[config.mk]
export PLATFORM = sky130hd
export DESIGN_NAME = fc_tx_credit_gate
export DESIGN_NICKNAME = d
export VERILOG_FILES = /design/src/rtl/fc_tx_credit_gate.sv
export SDC_FILE = /design/constraint.sdc
export NUM_CORES = 1
export LEC_CHECK = 0
export CAP_MARGIN = 20
export CELL_PAD_IN_SITES_DETAIL_PLACEMENT = 1
export CELL_PAD_IN_SITES_GLOBAL_PLACEMENT = 2
export CORE_MARGIN = 2
export CORE_UTILIZATION = 37
export DETAILED_ROUTE_END_ITERATION = 12
export GPL_TIMING_DRIVEN = 0
export PLACE_DENSITY_LB_ADDON = 0.1
export SYNTH_ARGS = -nofsm -noshare
export SYNTH_HDL_FRONTEND = slang
export SYNTH_SLANG_ARGS = --single-unit
[constraint.sdc]
create_clock -name clk -period 9.26 [get_ports clk]
set_clock_uncertainty 0.1 [all_clocks]
set_input_delay 0.926 -clock clk [delete_from_list [all_inputs] [get_ports clk]]
set_output_delay 0.926 -clock clk [all_outputs]
set_load 0.05 [all_outputs]
[src/rtl/fc_tx_credit_gate.sv]
// VC0 TX credit gate: classifies TLPs by header, admits them to the TX FIFO only
// when the advertised credit limits cover them, and drops reserved-class TLPs.
module fc_tx_credit_gate #(
  parameter int DATA_WIDTH = 8
) (
  input  logic                  clk,
  input  logic                  rst,
  input  logic [DATA_WIDTH-1:0] in_data,
  input  logic                  in_valid,
  output logic                  in_ready,
  input  logic [DATA_WIDTH-1:0] ph_credit_limit,
  input  logic [DATA_WIDTH-1:0] pd_credit_limit,
  input  logic [DATA_WIDTH-1:0] nph_credit_limit,
  input  logic [DATA_WIDTH-1:0] npd_credit_limit,
  input  logic [DATA_WIDTH-1:0] ch_credit_limit,
  input  logic [DATA_WIDTH-1:0] cd_credit_limit,
  input  logic                  tx_full,
  output logic [DATA_WIDTH-1:0] out_data,
  output logic                  out_wr_en,
  output logic [2:0]            blocked,
  output logic                  err
);
  localparam int W = DATA_WIDTH;
  localparam logic [W-1:0] HALF = W'(1) << (W - 1);

  typedef enum logic [1:0] {IDLE, DATA, DROP} state_t;

  state_t              state_q, state_d;
  logic [5:0]          rem_q, rem_d;
  logic [2:0][W-1:0]   hc_q, hc_d, dc_q, dc_d;
  logic                err_q, err_d;

  logic [1:0]   cls;
  logic [W-1:0] len_w, hl, dl, hc_sel, dc_sel, hdr_diff, dat_diff;
  logic         rsvd, hdr_ok, dat_ok, accept;

  assign cls   = in_data[7:6];
  assign rsvd  = (cls == 2'd3);
  assign len_w = {{(W-6){1'b0}}, in_data[5:0]};

  always_comb begin
    hl = ch_credit_limit;
    dl = cd_credit_limit;
    hc_sel = hc_q[2];
    dc_sel = dc_q[2];
    case (cls)
      2'd0: begin hl = ph_credit_limit;  dl = pd_credit_limit;  hc_sel = hc_q[0]; dc_sel = dc_q[0]; end
      2'd1: begin hl = nph_credit_limit; dl = npd_credit_limit; hc_sel = hc_q[1]; dc_sel = dc_q[1]; end
      default: ;
    endcase
  end

  // Modular compare: the limit is "ahead" if the wrapped distance is at most half the space.
  assign hdr_diff = hl - (hc_sel + W'(1));
  assign dat_diff = dl - (dc_sel + len_w);
  assign hdr_ok   = (hdr_diff <= HALF);
  assign dat_ok   = (dat_diff <= HALF);

  always_comb begin
    in_ready = 1'b0;
    case (state_q)
      IDLE:    in_ready = rsvd ? in_valid : (in_valid & hdr_ok & dat_ok & ~tx_full);
      DATA:    in_ready = ~tx_full;
      default: in_ready = 1'b1;
    endcase
  end

  assign accept    = in_valid & in_ready;
  assign out_data  = in_data;
  assign out_wr_en = accept & (state_q != DROP) & ~((state_q == IDLE) & rsvd);
  assign err       = err_q;

  always_comb begin
    for (int c = 0; c < 3; c++)
      blocked[c] = (state_q == IDLE) & in_valid & (cls == 2'(c)) & ~(hdr_ok & dat_ok);
  end

  always_comb begin
    state_d = state_q;
    rem_d   = rem_q;
    hc_d    = hc_q;
    dc_d    = dc_q;
    err_d   = 1'b0;
    case (state_q)
      IDLE: if (accept) begin
        rem_d = in_data[5:0];
        if (rsvd) begin
          err_d = 1'b1;
          if (in_data[5:0] != 6'd0) state_d = DROP;
        end else begin
          for (int c = 0; c < 3; c++)
            if (cls == 2'(c)) begin
              hc_d[c] = hc_q[c] + W'(1);
              dc_d[c] = dc_q[c] + len_w;
            end
          if (in_data[5:0] != 6'd0) state_d = DATA;
        end
      end
      default: if (accept) begin
        rem_d = rem_q - 6'd1;
        if (rem_q == 6'd1) state_d = IDLE;
      end
    endcase
  end

  always_ff @(posedge clk or posedge rst) begin
    if (rst) begin
      state_q <= IDLE;
      rem_q   <= '0;
      hc_q    <= '0;
      dc_q    <= '0;
      err_q   <= 1'b0;
    end else begin
      state_q <= state_d;
      rem_q   <= rem_d;
      hc_q    <= hc_d;
      dc_q    <= dc_d;
      err_q   <= err_d;
    end
  end
endmodule
# Word-level counts from Yosys, hierarchy flattened
# Index checks and enable logic that the tools add are counted.
[totals]
inputBits = 60
reg_bits = 57
output_inout_bits = 14
word_cells = 75
[classes]
n_bitwise = 19
reduce_logical = 8
addsub = 11
n_lt_le_gt_ge = 2
eq_ne = 7
mux = 19
[ops]
columns = ["operator", "count"]
rows = [
  ["case mux 8 bit (2 select lines)", 4],
  ["adder 8 x 1 -> 8 bit (second input constant)", 4],
  ["adder 8 x 6 -> 8 bit", 4],
  ["2-to-1 mux 6 bit", 3],
  ["<= comparator 8 bit (second input constant)", 2],
  ["subtractor 8 bit", 2],
  ["AND 1 bit", 15],
  ["2-to-1 mux 2 bit", 7],
  ["AND reduction 4 bit", 3],
  ["== test 6 x 1 -> 1 bit (second input constant)", 1],
  ["nonzero test 6 bit", 1],
  ["subtractor 6 x 1 -> 6 bit (second input constant)", 1],
  ["== test 2 x 1 -> 1 bit (second input constant)", 2],
  ["== test 2 bit (second input constant)", 2],
  ["zero test 2 bit", 2],
  ["2-to-1 mux 1 bit", 4],
  ["inverter 1 bit", 4],
  ["AND reduction 3 bit", 1],
  ["inequality test 2 x 1 -> 1 bit (second input constant)", 1],
  ["inequality test 2 bit (second input constant)", 1],
  ["case mux 1 bit (2 select lines)", 1],
  ["nonzero test 2 bit", 1],
]

# Longest topological paths before layout
[logic_depth]
depth_word = 13
depth_mapped = 19
mapped_depth_nobuf = 14

# Worst setup path before layout
# No wires, ideal clock.
[synth_timing]
path_kind = "input port to output port"
start = "in in_data[6]"
end = "out out_wr_en"
path_buffers = 5
t_required_ns = 8.234
arrival_time_ns = 5.832
path_slack_ns = 2.402
cell_stages = 18
path_cell_list = "buf_6 clkbuf_1 buf_1 mux2i_1 o21ai_0 fa_1 inv_1 ha_1 and2_1 o2111a_1 or3_1 a211o_1 o311a_4 or3b_1 buf_2 and2_4 buf_6 nor2_1"
[synth_between]
elab_chain_len = 13
elab_cells_between_ends = 23
cone_classes = "add/sub (4); order compare (2); eq/ne (2); mux (6); bitwise (8); reduce/logical (1)"
[synth_rtl]
columns = ["element", "line", "source"]
rows = [
  ["start, declared", "8", "input logic [DATA_WIDTH-1:0] in_data,"],
  ["== test 2 x 1 -> 1 bit / zero test 2 bit (equally long branches)", "46", "case (cls)"],
  ["case mux 8 bit (2 select lines)", "46", ""],
  ["adder 8 x 1 -> 8 bit", "54", "assign hdr_diff = hl - (hc_sel + W'(1));"],
  ["subtractor 8 bit", "54", ""],
  ["<= comparator 8 bit", "56", "assign hdr_ok = (hdr_diff <= HALF);"],
  ["AND 1 bit (3 in series)", "62", "IDLE: in_ready = rsvd ? in_valid : (in_valid & hdr_ok & dat_ok & ~tx_full);"],
  ["2-to-1 mux 1 bit", "62", ""],
  ["case mux 1 bit (2 select lines)", "61", "case (state_q)"],
  ["AND 1 bit", "68", "assign accept = in_valid & in_ready;"],
  ["AND 1 bit", "70", "assign out_wr_en = accept & (state_q != DROP) & ~((state_q == IDLE) & rsvd);"],
  ["AND 1 bit (*)", "70", ""],
  ["end, declared", "19", "output logic out_wr_en,"],
]
# Every way passes the cells marked *; elsewhere a longest branch is shown, timed or not.

# Worst setup path in the final report
# Same ends and word-level chain as after synthesis.

==> flow_summary.ini <==
[outcome]
outcome = complete, no violations

[global_route]
grt_max_degree = 39
grt_pass1_vias = 4312
antenna_found_initial = 0
grtUsageTotal_pct = 21.3
overflow = 0
grt_pass1_wl_mm = 23.3

[finish]
final_common_cell = clkdlybuf4s50_1
final_cell_area_um2 = 6060
drive_above_1_share_pct = 9.88
mostFrequentLayoutCells = 72 x clkdlybuf4s50_1, 57 x dfrtp_1, 38 x a21oi_1, 38 x nor2_1, 38 x ha_1
final_cells = 779
filler_cell_count = 1482
num-nets-final = 710
syn_to_final_growth_pct = 26.8
n_antenna_cell = 0

[timing]
finalHoldViolCount = 0
min_period_over_period_pct = 89.0
worst_pin_slew_ns = 1.07
period_needed_ns = 8.24
maxClockFrequency_mhz = 121
setup_tns_ns = 0
slew_headroom_pct = 28.6
drv_slew = 0
rsz0062_at_grt = false
setup_viol = 0
hold_slack_ns = 0.368

[clocking]
clock-sinks = 57
h-tree-depth = 3
cts_tree = yes
clk_latency_ns = 0.33
cts.clk_slew.worst_paths_ns = 0.05
post-cts-setup-buffers = 0
ctsResizeCount = 0
cts_root_buf = clkbuf_16
clk_path_buf_depth = 2
cts_made_buffers = 9
postCtsHoldBufs = 0

[power]
power_uw = 1440
p_clk_share_pct = 24.2
power.net_switching_uw = 573
switching_share_pct = 39.7
powerDensity_nw_per_um2 = 238
leakage_uw = 0.00277
pwr-share-comb_pct = 49.8
p_int_uw = 869
ir_worst_vdd_mv = 0.107
seqPwrFrac_pct = 26.0

[synthesis]
synthArstFlopShare_pct = 100
syn_area_per_cell_um2 = 9.26
synth_cell_type_count = 54
synth_nets = 624
synth_top_area_share_pct = 29.9
synth_seq_cells = 57
ys_warn_count = 0
synth_flop_cell = dfrtp_1
yosysSeqAreaShare_pct = 29.9
synth_area_leaders = dfrtp_1 30%, ha_1 10%, mux2i_1 7.3%
synth_edf_count = 0
syn_area_um2 = 4780
yosysTopAreaCell = dfrtp_1
synth_cells = 516

[placement]
place_inst = 762
dp_hpwl_mm = 11.1
routabilityCongestion = 0.853
placed_cell_area_um2 = 5740
portBuffers = 72

[route]
vias = 4060
drc = 0
wl_per_cell_um = 18.2
viasPerCell = 5.21
totalWireLength_mm = 14.2
drt-initial-drc-count = 166
drtAntennaViolNets = 0
first_pass_iters = 4

[worst_setup_path]
crit_top_cell = buf_6
worst-path-stages = 19
ff2ff_path_depth = 14
crit_fanout = 10
worst_setup_path_end_kind = output pin
required_ns = 8.23
crit_path_start_kind = input port
worst_path_max_delay_cell = clkbuf_1
path_buf_inv = 7
arrival_ns = 7.22
cp_cell_sequence = buf_6 -> clkbuf_1 -> buf_1 -> mux2i_1 -> o21ai_0 -> fa_1 -> inv_1 -> ha_1 -> and2_1 -> o2111a_1 -> or3_1 -> a211o_1 -> o311a_4 -> or3b_1 -> buf_2 -> and2_4 -> buf_6 -> nor2_1 -> clkdlybuf4s50_1
cp_top_family = buffers and inverters
worstSetupPathType = input port to output pin
cp_slowest_stage_delay_ns = 0.82

[die]
core_area_um2 = 12600
ios = 74
dieArea_um2 = 13800
initial_utilization_pct = 37.9
die_h_um = 118
num_rows = 41
dieWidth_um = 118

[run]
maxCapViolations = 0

[hold_path]
hp-class = register to register
holdPathStages = 1
-- logic make-up (layout without fill, tap and decap cells) --
family                   after synthesis  after routing  share of synthesized area [%]
AND/OR/NAND/NOR                      140            140                           15.0
AO/OA/AOI/OAI                        110            110                           14.1
flip-flops                            57             57                           29.9
buffers and inverters                 57            148                           5.53
multiplexers                          55             55                           12.1
XOR/XNOR                              49             49                           9.27
adder cells (fa/ha/maj)               48             48                           14.1
-- registers in the layout (all words and copies together) (netlist names) --
name     count
rem_q        6
hc_q        24
state_q      2
dc_q        24
err          1
-- synth_stat cells, types with 2 or more instances --
cell        n
clkbuf_1   10
nand4_1     7
nand3_1    15
a21boi_0    2
buf_4       8
o211ai_1    4
mux2_2     19
nor2_1     38
nor3_4      2
and3_1      6
xor2_1     13
or2_2       2
fa_1       10
inv_1      32
a21o_1      7
nor3b_1     5
a31oi_1     4
xnor2_1    35
o2111ai_1   2
nand2b_1    4
a21oi_1    38
mux2i_1    35
a22oi_1     2
dfrtp_1    57
or3_1       2
o21bai_1    6
buf_6       2
and2_1      5
nor3_1      4
nand2_1    32
nor2b_1    12
o21ai_0    31
buf_2       4
ha_1       38
o22a_1      4
-- metal layers --
layer,up-vias,track usage (%),routed length [um]
met3,10,3.73,516
met1,2006,30.7,6980
met4,0,4.07,144
met5,-,0,0
met2,71,33.8,6550
li1,1973,-,-
-- cell type report --
class / count / area, um2 / share of cell area [%]
multi-input combinational: 402 / 3090 / 50.9
sequential: 57 / 1430 / 23.5
timing repair buffer: 75 / 756 / 12.5
clock buffer: 10 / 229 / 3.78
tap: 172 / 215 / 3.55
buffer: 25 / 144 / 2.37
inverter: 32 / 120 / 1.98
clock inverter: 6 / 82.6 / 1.36
-- power by group through the flow --
stage | clock [uW] | sequential, uW | combinational, uW
4_1_cts | 358 | 375 | 724
5_1_grt | 369 | 386 | 809
3_5_place_dp | 0 | 378 | 716
6_report | 350 | 375 | 718
2_1_floorplan | 0 | 360 | 531
3_3_place_gp | 0 | 373 | 685
-- final timing paths --
check / start / to / slack (ns)
min in group asynchronous: rst / hc_q[6] / 0.83
hold / removal: hc_q[15] / hc_q[15] / 0.37
max in group asynchronous: rst / rem_q[1] / 7.66
setup reg to reg: dc_q[12] / dc_q[10] / 4.71
hold reg to reg: hc_q[15] / hc_q[15] / 0.37
setup / recovery: in_data[6] / out_wr_en / 1.02
-- metrics by stage --
stage               worst slack (ns)  utilization, %
floorplan                       2.40               -
global placement                1.03            45.3
detailed placement             0.972            45.5
CTS                            0.966            48.0
global route                   0.638            48.0
finish                          1.02            48.0
No activity file was read; power rests on OpenSTA's default activity.
==> patch: new RTL, config.mk and constraints unchanged <==
Set the parameter `DATA_WIDTH` to 12 (it was 8).
--- a/src/rtl/fc_tx_credit_gate.sv
+++ b/src/rtl/fc_tx_credit_gate.sv
@@ -3,3 +3,3 @@
 module fc_tx_credit_gate #(
-  parameter int DATA_WIDTH = 8
+  parameter int DATA_WIDTH = 12
 ) (
Interface: changed (8 resized); port bits go from 74 to 106. The function was not compared with the original's and may differ.
==> patch against the unedited design <==
- combinational power is 30% lower
- hold slack better by 0.0064 ns
- sequential cell count is 24 higher
- synthesized area is 43% higher
- setup slack got worse by 0.53 ns
- total power fell by 12%
- design area grew 39%
- first-iteration DRC count rose by 27%
- non-clock buffer count rose by 42
- die area up 41%
- wire length is 48% higher
- largest cell class unchanged
- largest power group unchanged
- highest routed layer unchanged
==> patch: results (changes against the unedited design) <==
| Metric | Value |
|---|---|
| Synth cell types | `62 (was 54)` |
| Layout clock buffers | `11 (was 10)` |
| Routed wire length on met2 | `9657 um (was 6548 um)` |
| M3 GR Usage | `3.372% (was 3.731%)` |
| GRT Util Overall | `21.97% (was 21.32%)` |
| Leakage power | `3.741 nW (was 2.772 nW)` |
| Post_cts resized | `1 (was 0)` |
| Synthesized Nets | `905 (was 624)` |
| DR WL/cell | `19.06 um (was 18.21 um)` |
| Vias/cell | `5.432 (was 5.212)` |
| Top cells by count, synth | `81 x dfrtp_1, 65 x xnor2_1, 59 x a21oi_1 (was 57 x dfrtp_1, 38 x a21oi_1, 38 x ha_1, 38 x nor2_1)` |
| Vias in the first global route | `6296 (was 4312)` |
| Multi-input logic area | `4390 um2 (was 3088 um2)` |
| Half-perimeter wire length after placement | `16650 um (was 11120 um)` |
| Storage cell area | `2027 um2 (was 1426 um2)` |
| Share of layout cells above drive strength 1 | `6.659% (was 9.885%)` |
| CP max stage delay | `0.80 ns (was 0.82 ns)` |
| Post-synthesis sequential area ratio | `29.68% (was 29.85%)` |
| Outcome | `finished clean (unchanged)` |
| Largest net degree at the start of global routing | `66 (was 39)` |
| Adder-Cell Fraction of Synth Area | `12.09% (was 14.14%)` |
| Synth area leaders | `dfrtp_1 30%, ha_1 9.2%, xnor2_1 8.3% (was dfrtp_1 30%, ha_1 10%, mux2i_1 7.3%)` |
| Number of signal-net inverters in the final layout | `47 (was 32)` |
| Initial DRC Count | `210 (was 166)` |
| Drt first pass iters | `4 (unchanged)` |
| Multi-In Gates | `586 (was 402)` |
| Mux contribution to synthesized area | `10.97% (was 12.12%)` |
| Largest regs | `dc_q: 36 flops, hc_q: 36 flops, rem_q: 6 flops (was dc_q: 24 flops, hc_q: 24 flops, rem_q: 6 flops)` |
| Slowest-stage cell, CP | `clkdlybuf4s50_1 (was clkbuf_1)` |
| Signal buffers | `142 (was 100)` |
| GRT met2 Usage | `35.30% (was 33.83%)` |
| First-pass GRT wire length | `34330 um (was 23340 um)` |
| DR WL met3 | `754 um (was 516 um)` |
| Met1 usage | `31.89% (was 30.66%)` |
| Filler cells | `2115 (was 1482)` |
| Clk cell area share | `3.345% (was 5.140%)` |
| Peak VDD IR | `0.08183 mV (was 0.1070 mV)` |
| Worst-Margin Slew | `1.002 ns (was 1.071 ns)` |
| Post-Synth XOR/XNOR Area | `9.875% (was 9.269%)` |
| Compound-cell area share of the yosys netlist | `15.41% (was 14.14%)` |
| Port Buf Inserts | `99 (was 72)` |
[patch: cell types whose count changed after synthesis, moves of 15 or more]
cell     delta
a21oi_1    +21
dfrtp_1    +24
mux2i_1    +17
nor2_1     +16
inv_1      +15
nand2_1    +21
xnor2_1    +30
[patch: through the flow]
stage	cell area (um2)	utilization, %	hold WS, ns	worst slack, ns	std cells
5_1_grt	8417	46.70	0.4108	0.2283	1100
3_3_place_gp	8107	44.97	0.3560	-0.1400	1085
2_1_floorplan	6829	-	0.3410	2.082	757
6_report	8417	46.70	0.3742	0.4921	1100
3_5_place_dp	8137	45.14	0.3746	-0.1241	1086
4_1_cts	8419	46.71	0.3828	0.07497	1101
[patch: cell families (layout without fill, tap and decap cells)]
kind of cell,Yosys count,count (layout)
compound gates,164,164
mux,72,72
xor+xnor,77,77
buf+inv,90,204
fa+ha+maj,60,60
simple gates,213,213
flops,81,81
[patch: worst max-delay path, delay by kind of cell]
family | cells | cell delay, ns
adders and majority gates | 2 | 0.92
xor gates and xnor gates | 1 | 0.16
muxes | 1 | 0.33
AOI/OAI and AO/OA | 6 | 1.67
and+or+nand+nor | 3 | 1.08
buffers and inverters | 6 | 2.62
[patch: power breakdown]
part	internal [mW]	total [mW]	switching, mW
logic	0.225	0.502	0.277
clock network	0.195	0.340	0.145
registers	0.389	0.425	0.0360
[patch: path summary, 6_finish.rpt]
kind	startpoint	end	slack (ns)	cells past startpoint
min reg2reg	hc_q[11]	hc_q[11]	0.37	1
max reg2reg	dc_q[2]	dc_q[4]	4.10	15
max	in_data[6]	out_wr_en	0.49	19
max in group asynchronous	rst	dc_q[35]	7.67	3
min	hc_q[11]	hc_q[11]	0.37	1
min in group asynchronous	rst	hc_q[11]	0.78	2
